$ cat src/rtl/mipi_sc_line_writer.sv
// mipi_sc_line_writer
// Write side of the CLK_tx line FIFO. Packs four 24-bit pixels into three
// 32-bit words, and generates the Vsync/Hsync/frame_start strobes used by the
// SC read side. Also flags FIFO overflow and frames cut short by an early
// start-of-frame.
module mipi_sc_line_writer #(
    parameter int H_ACTIVE       = 1080,
    parameter int V_ACTIVE       = 2160,
    parameter int WORDS_PER_LINE = H_ACTIVE * 3 / 4
) (
    input  logic        CLK_tx,
    input  logic        RSTn,
    input  logic        pix_sof,
    input  logic        pix_valid,
    input  logic [23:0] pix_data,
    output logic        pix_ready,
    input  logic        fifo_almostfull,
    input  logic        fifo_full,
    output logic        fifo_wren,
    output logic [31:0] fifo_wdata,
    output logic        Vsync,
    output logic        Hsync,
    output logic        frame_start,
    output logic [11:0] line_cnt,
    output logic        err_overflow,
    output logic        err_short_frame
);

    // Word counter width; the line ends on the write that brings it to WORDS_PER_LINE.
    localparam int WCW = (WORDS_PER_LINE > 1) ? $clog2(WORDS_PER_LINE) : 1;

    typedef enum logic [1:0] {
        ST_IDLE     = 2'd0,
        ST_ACTIVE   = 2'd1,
        ST_LINE_END = 2'd2,
        ST_DONE     = 2'd3
    } state_t;

    state_t          state_r;
    logic [1:0]      phase_r;
    logic [23:0]     residue_r;
    logic [WCW-1:0]  word_cnt_r;

    logic            accept_s;
    logic            last_pix_s;
    logic [31:0]     word_s;
    logic [23:0]     residue_nxt_s;
    logic [11:0]     line_cnt_inc_s;

    // The SOF term keeps a pixel from being taken in the cycle a new frame restarts.
    assign pix_ready = (state_r == ST_ACTIVE) && !fifo_almostfull && !pix_sof;
    assign accept_s  = pix_valid && pix_ready;

    // The last pixel of a line is the phase-3 pixel that completes the final word.
    assign last_pix_s = (phase_r == 2'd3) && (word_cnt_r == WCW'(WORDS_PER_LINE - 1));

    // Next line count, held at V_ACTIVE once the frame is complete.
    always_comb begin
        line_cnt_inc_s = line_cnt;
        if (line_cnt < 12'(V_ACTIVE)) begin
            line_cnt_inc_s = line_cnt + 12'd1;
        end else begin
            line_cnt_inc_s = line_cnt;
        end
    end

    // Pack the accepted pixel with the leftover bits of the previous pixel.
    always_comb begin
        word_s        = 32'd0;
        residue_nxt_s = 24'd0;
        case (phase_r)
            2'd0: begin
                word_s        = 32'd0;
                residue_nxt_s = pix_data;
            end
            2'd1: begin
                word_s        = {pix_data[7:0], residue_r};
                residue_nxt_s = {8'd0, pix_data[23:8]};
            end
            2'd2: begin
                word_s        = {pix_data[15:0], residue_r[15:0]};
                residue_nxt_s = {16'd0, pix_data[23:16]};
            end
            2'd3: begin
                word_s        = {pix_data, residue_r[7:0]};
                residue_nxt_s = 24'd0;
            end
            default: begin
                word_s        = 32'd0;
                residue_nxt_s = 24'd0;
            end
        endcase
    end

    // Line/frame state machine with registered strobes, FIFO writes and error flags.
    always_ff @(posedge CLK_tx or negedge RSTn) begin
        if (!RSTn) begin
            state_r         <= ST_IDLE;
            phase_r         <= 2'd0;
            residue_r       <= 24'd0;
            word_cnt_r      <= '0;
            fifo_wren       <= 1'b0;
            fifo_wdata      <= 32'd0;
            Vsync           <= 1'b0;
            Hsync           <= 1'b0;
            frame_start     <= 1'b0;
            line_cnt        <= 12'd0;
            err_overflow    <= 1'b0;
            err_short_frame <= 1'b0;
        end else begin
            fifo_wren    <= 1'b0;
            Vsync        <= 1'b0;
            Hsync        <= 1'b0;
            // The write that hit a full FIFO has already gone out; only record it.
            err_overflow <= err_overflow | (fifo_wren & fifo_full);

            if (pix_sof) begin
                Vsync       <= 1'b1;
                frame_start <= 1'b0;
                line_cnt    <= 12'd0;
                phase_r     <= 2'd0;
                residue_r   <= 24'd0;
                word_cnt_r  <= '0;
                state_r     <= ST_ACTIVE;
                if ((state_r == ST_ACTIVE) || (state_r == ST_LINE_END)) begin
                    err_short_frame <= 1'b1;
                end else begin
                    err_short_frame <= err_short_frame;
                end
            end else begin
                if (Vsync) begin
                    frame_start <= 1'b1;
                end else begin
                    frame_start <= frame_start;
                end

                case (state_r)
                    ST_IDLE: begin
                        state_r <= ST_IDLE;
                    end
                    ST_ACTIVE: begin
                        if (accept_s) begin
                            phase_r   <= phase_r + 2'd1;
                            residue_r <= residue_nxt_s;
                            if (phase_r != 2'd0) begin
                                fifo_wren  <= 1'b1;
                                fifo_wdata <= word_s;
                            end else begin
                                fifo_wren  <= 1'b0;
                            end
                            if (last_pix_s) begin
                                word_cnt_r <= '0;
                                state_r    <= ST_LINE_END;
                            end else if (phase_r != 2'd0) begin
                                word_cnt_r <= word_cnt_r + WCW'(1);
                            end else begin
                                word_cnt_r <= word_cnt_r;
                            end
                        end else begin
                            state_r <= ST_ACTIVE;
                        end
                    end
                    ST_LINE_END: begin
                        // Final word went out last cycle; announce the line now.
                        Hsync    <= 1'b1;
                        line_cnt <= line_cnt_inc_s;
                        if (line_cnt_inc_s >= 12'(V_ACTIVE)) begin
                            state_r <= ST_DONE;
                        end else begin
                            state_r <= ST_ACTIVE;
                        end
                    end
                    ST_DONE: begin
                        state_r <= ST_DONE;
                    end
                    default: begin
                        state_r <= ST_IDLE;
                    end
                endcase
            end
        end
    end

endmodule

$ cat config.mk
export PLATFORM = sky130hd
export DESIGN_NAME = mipi_sc_line_writer
export DESIGN_NICKNAME = d
export VERILOG_FILES = /design/src/rtl/mipi_sc_line_writer.sv
export SDC_FILE = /design/constraint.sdc
export NUM_CORES = 1
export LEC_CHECK = 0
export BUFFER_PORTS_ARGS = -buffer_cell sky130_fd_sc_hd__buf_4
export CORE_ASPECT_RATIO = 2
export CORE_UTILIZATION = 58
export CTS_BUF_LIST = sky130_fd_sc_hd__clkbuf_8
export CTS_CLUSTER_DIAMETER = 50
export DETAILED_ROUTE_END_ITERATION = 12
export GPL_ROUTABILITY_DRIVEN = 0
export MAX_ROUTING_LAYER = met4
export PLACE_DENSITY = 0.83
export SLEW_MARGIN = 20
export SYNTH_ARGS = -nofsm -noshare
export SYNTH_HDL_FRONTEND = slang
export SYNTH_SLANG_ARGS = --single-unit
$ cat constraint.sdc
create_clock -name CLK_tx -period 2.45 [get_ports CLK_tx]
set_clock_uncertainty 0.1 [all_clocks]
set_input_delay 0.1225 -clock CLK_tx [delete_from_list [all_inputs] [get_ports CLK_tx]]
set_output_delay 0.1225 -clock CLK_tx [all_outputs]
set_load 0.005 [all_outputs]
==> run metrics <==
most used flip-flop cell after synthesis sky130_fd_sc_hd__dfrtp_1; Final Setup Violations 0; number of port buffers 80; Most common cell on crit path sky130_fd_sc_hd__inv_1; relative slew slack 0.266; minimum clock period 2430 ps; antenna violations before repair 0; HPWL reported at the end of detailed placement 8370 um; Antenna diodes 0; count of final hold-check violations 0; capturing element type of the critical path register; initial standard-cell utilization of the core 0.606; maximum single-stage delay on the critical path 840 ps; fraction of the mapped netlist area in simple logic gates 0.181; critical setup path kind register to register; first-pass GRT wire length 20300 um; run status complete, no violations; accumulated negative setup slack 0 ps; worst min path class input port to asynchronous set/reset pin; worst-case setup slack after placement 209 ps; number of maximum-capacitance violations 0; main combinational cell family by area after synthesis compound AO/OA/AOI/OAI gates; Cell Chain, Critical Path inv_1, ha_1, and4bb_1, nor2_1, a222oi_1, inv_1; final standard cell utilization of the core 0.760; cts bufs inserted 9; Total Die Area 8030 sq um; DRC violation total after the first TritonRoute iteration 511; library cells used by synthesis 57; Mapped Nets 495; Avg Vias per Cell 6.52; xor and xnor area share after synthesis 0.0158; Worst Setup Slack, final 22.7 ps; CORE AREA 7320 sq um; synthesized area per cell 9.78 sq um; setup repair after global routing missed its margin false; Longest Clk Path Bufs 2; share of synthesized area occupied by flip-flops and latches 0.496; Register Area 2200 sq um; detailed-route wire length 12700 um; area growth from synthesis to layout 25.3%; Antenna Nets Post-Route 0; transition time at the pin with the least slew margin 1100 ps; largest delay contributor family on the critical path simple AND/OR/NAND/NOR gates; master of the slowest instance on the critical path sky130_fd_sc_hd__nor2_1; post-synthesis compound-gate area fraction 0.216; total global-route track usage 0.342; worst ir drop on vdd 0.000520 V; largest net degree at the start of global routing 89; latest clock arrival within the worst-skew pair 360 ps; post-synthesis adder-cell area fraction 0.0310; total area of multi-input combinational cells 1980 sq um; TritonCTS clock tree built; top-level I/O count 81; Power Density 589 nW/um^2; routed length per placed instance 19.7 um; clock-pin slew on the worst setup and hold paths 90 ps; crit share post-route 0.991; required time at the worst-slack endpoint 2650 ps; vias after detailed routing 4218; count of mapped cells out of synthesis 454; share of async-settable or async-resettable flops after synthesis 1.00; reported leakage power 2.60 nW; fraction of layout instances using a drive strength above 1 0.220; synthesized flop and latch total 88; Root Driver sky130_fd_sc_hd__clkbuf_8; number of warnings issued by yosys 0; multiplexer share of the synthesized area 0.00225; number of remaining DRC errors 0; floorplan die width 63.9 um; Net count, final 591; highest achievable clock rate 412 MHz; Remaining Overflow, GRT 0; number of clock sinks 88; vias in the first global route 4100; number of H-tree levels 3; Final Cell Area 5560 sq um; Worst Path Max Fanout 14; number of inserted filler cells in the final layout 512; number of max-slew violations in the final report 0; post-route total power 0.00327 W; die height 126 um; cell row count 44; number of enable-type register cells in the synthesized netlist 0; kind of start point of the critical path register; Pre-Repair DR Iteration Count 7; number of buffer and inverter stages on the critical path 2; dpl cell area 5110 sq um; Arr. time, crit path 2630 ps; post-synthesis cell area 4440 sq um
-- what timing repair did --
item | 4_1_cts | 5_1_grt
hold buffers | 27 | 0
hold endpoints to repair | 124 | 0
setup buffers | 0 | 0
gates resized for setup | 0 | 0
-- layer usage --
metal  vias up  part of all wire  track usage
li1       1874                 -            -
met1      2028              0.33        0.350
met3        71             0.065       0.0634
met5         -                 0            -
met2       245              0.52        0.564
met4         0             0.081        0.262
-- layout make-up --
| cell class | instances | area share |
|---|---|---|
| timing repair buffer | 123 | 0.183 |
| sequential | 88 | 0.396 |
| clock buffer | 10 | 0.0247 |
| clock inverter | 6 | 0.00787 |
| multi-input combinational | 310 | 0.356 |
| inverter | 18 | 0.0121 |
| tap | 92 | 0.0207 |
-- per-stage QoR --
step / hold slack [ps] / instances
6_report: 226 / 647
5_1_grt: 276 / 647
4_1_cts: 252 / 647
3_5_place_dp: 98.7 / 604
3_3_place_gp: 95.1 / 604
2_1_floorplan: -273 / 454
-- Yosys cell counts, drive strengths merged, types with 5 or more instances --
master | count | area [sq um]
nand4 | 5 | 31.3
xor2 | 7 | 61.3
a31oi | 6 | 37.5
a21oi | 15 | 75.1
ha | 11 | 138
nand3 | 19 | 95.1
nand2 | 45 | 169
clkbuf | 29 | 109
a222oi | 24 | 240
nand3b | 12 | 90.1
nor3 | 8 | 45.0
a22o | 8 | 70.1
a221o | 8 | 80.1
a221oi | 8 | 70.1
buf | 9 | 80.1
inv | 17 | 63.8
dfrtp | 88 | 2200
o21ai | 46 | 234
or3 | 6 | 37.5
nor2 | 41 | 154
-- worst min-delay path, stage by stage --
cell                            delay (ps)
sky130_fd_sc_hd__dlygate4sd3_1         530
sky130_fd_sc_hd__buf_4                 110
sky130_fd_sc_hd__buf_12                350
-- power by group --
group,total (W),internal (W),switching (W)
Combinational,0.000650,0.000320,0.000330
Clock,0.000941,0.000402,0.000540
Sequential,0.00168,0.00159,0.0000973
-- cell families (layout without fill, tap and decap cells) --
| kind of cell | after synthesis | count (layout) |
|---|---|---|
| and+or+nand+nor | 159 | 159 |
| AOI/OAI and AO/OA | 131 | 131 |
| muxes | 1 | 1 |
| DFF | 88 | 88 |
| buffers and inverters | 56 | 157 |
| xor gates and xnor gates | 8 | 8 |
| adders and majority gates | 11 | 11 |
-- worst paths after layout --
check	startpoint	end	slack, ps	depth (start not counted)
worst max-delay path	state_r[1]	residue_r[9]	20	6
worst min-delay path	RSTn	Hsync	230	3
worst max register to register	state_r[1]	residue_r[9]	20	6
worst min register to register	err_overflow	err_overflow	370	1
max in group asynchronous	RSTn	word_cnt_r[7]	1640	3
min in group CLK_tx	pix_valid	residue_r[2]	270	4
-- cell usage in the layout (no fill, tap or decap), drive strengths merged, types with 4 or more instances in the layout --
cell         instances
buf                 96
dfrtp               88
o21ai               46
nand2               45
nor2                41
dlygate4sd3         27
a222oi              24
nand3               19
inv                 18
a21oi               15
nand3b              12
ha                  11
clkbuf              10
a22o                 8
a221o                8
a221oi               8
nor3                 8
xor2                 7
a31oi                6
or3                  6
clkinv               6
nand4                5
nor4                 4
and3                 4
-- flip-flops by register name (all words and copies together) (netlist names), 2 cells and up --
register    flops
fifo_wdata     32
residue_r      24
line_cnt       12
word_cnt_r     10
phase_r         2
state_r         2
(Power assumes the default switching activity.)
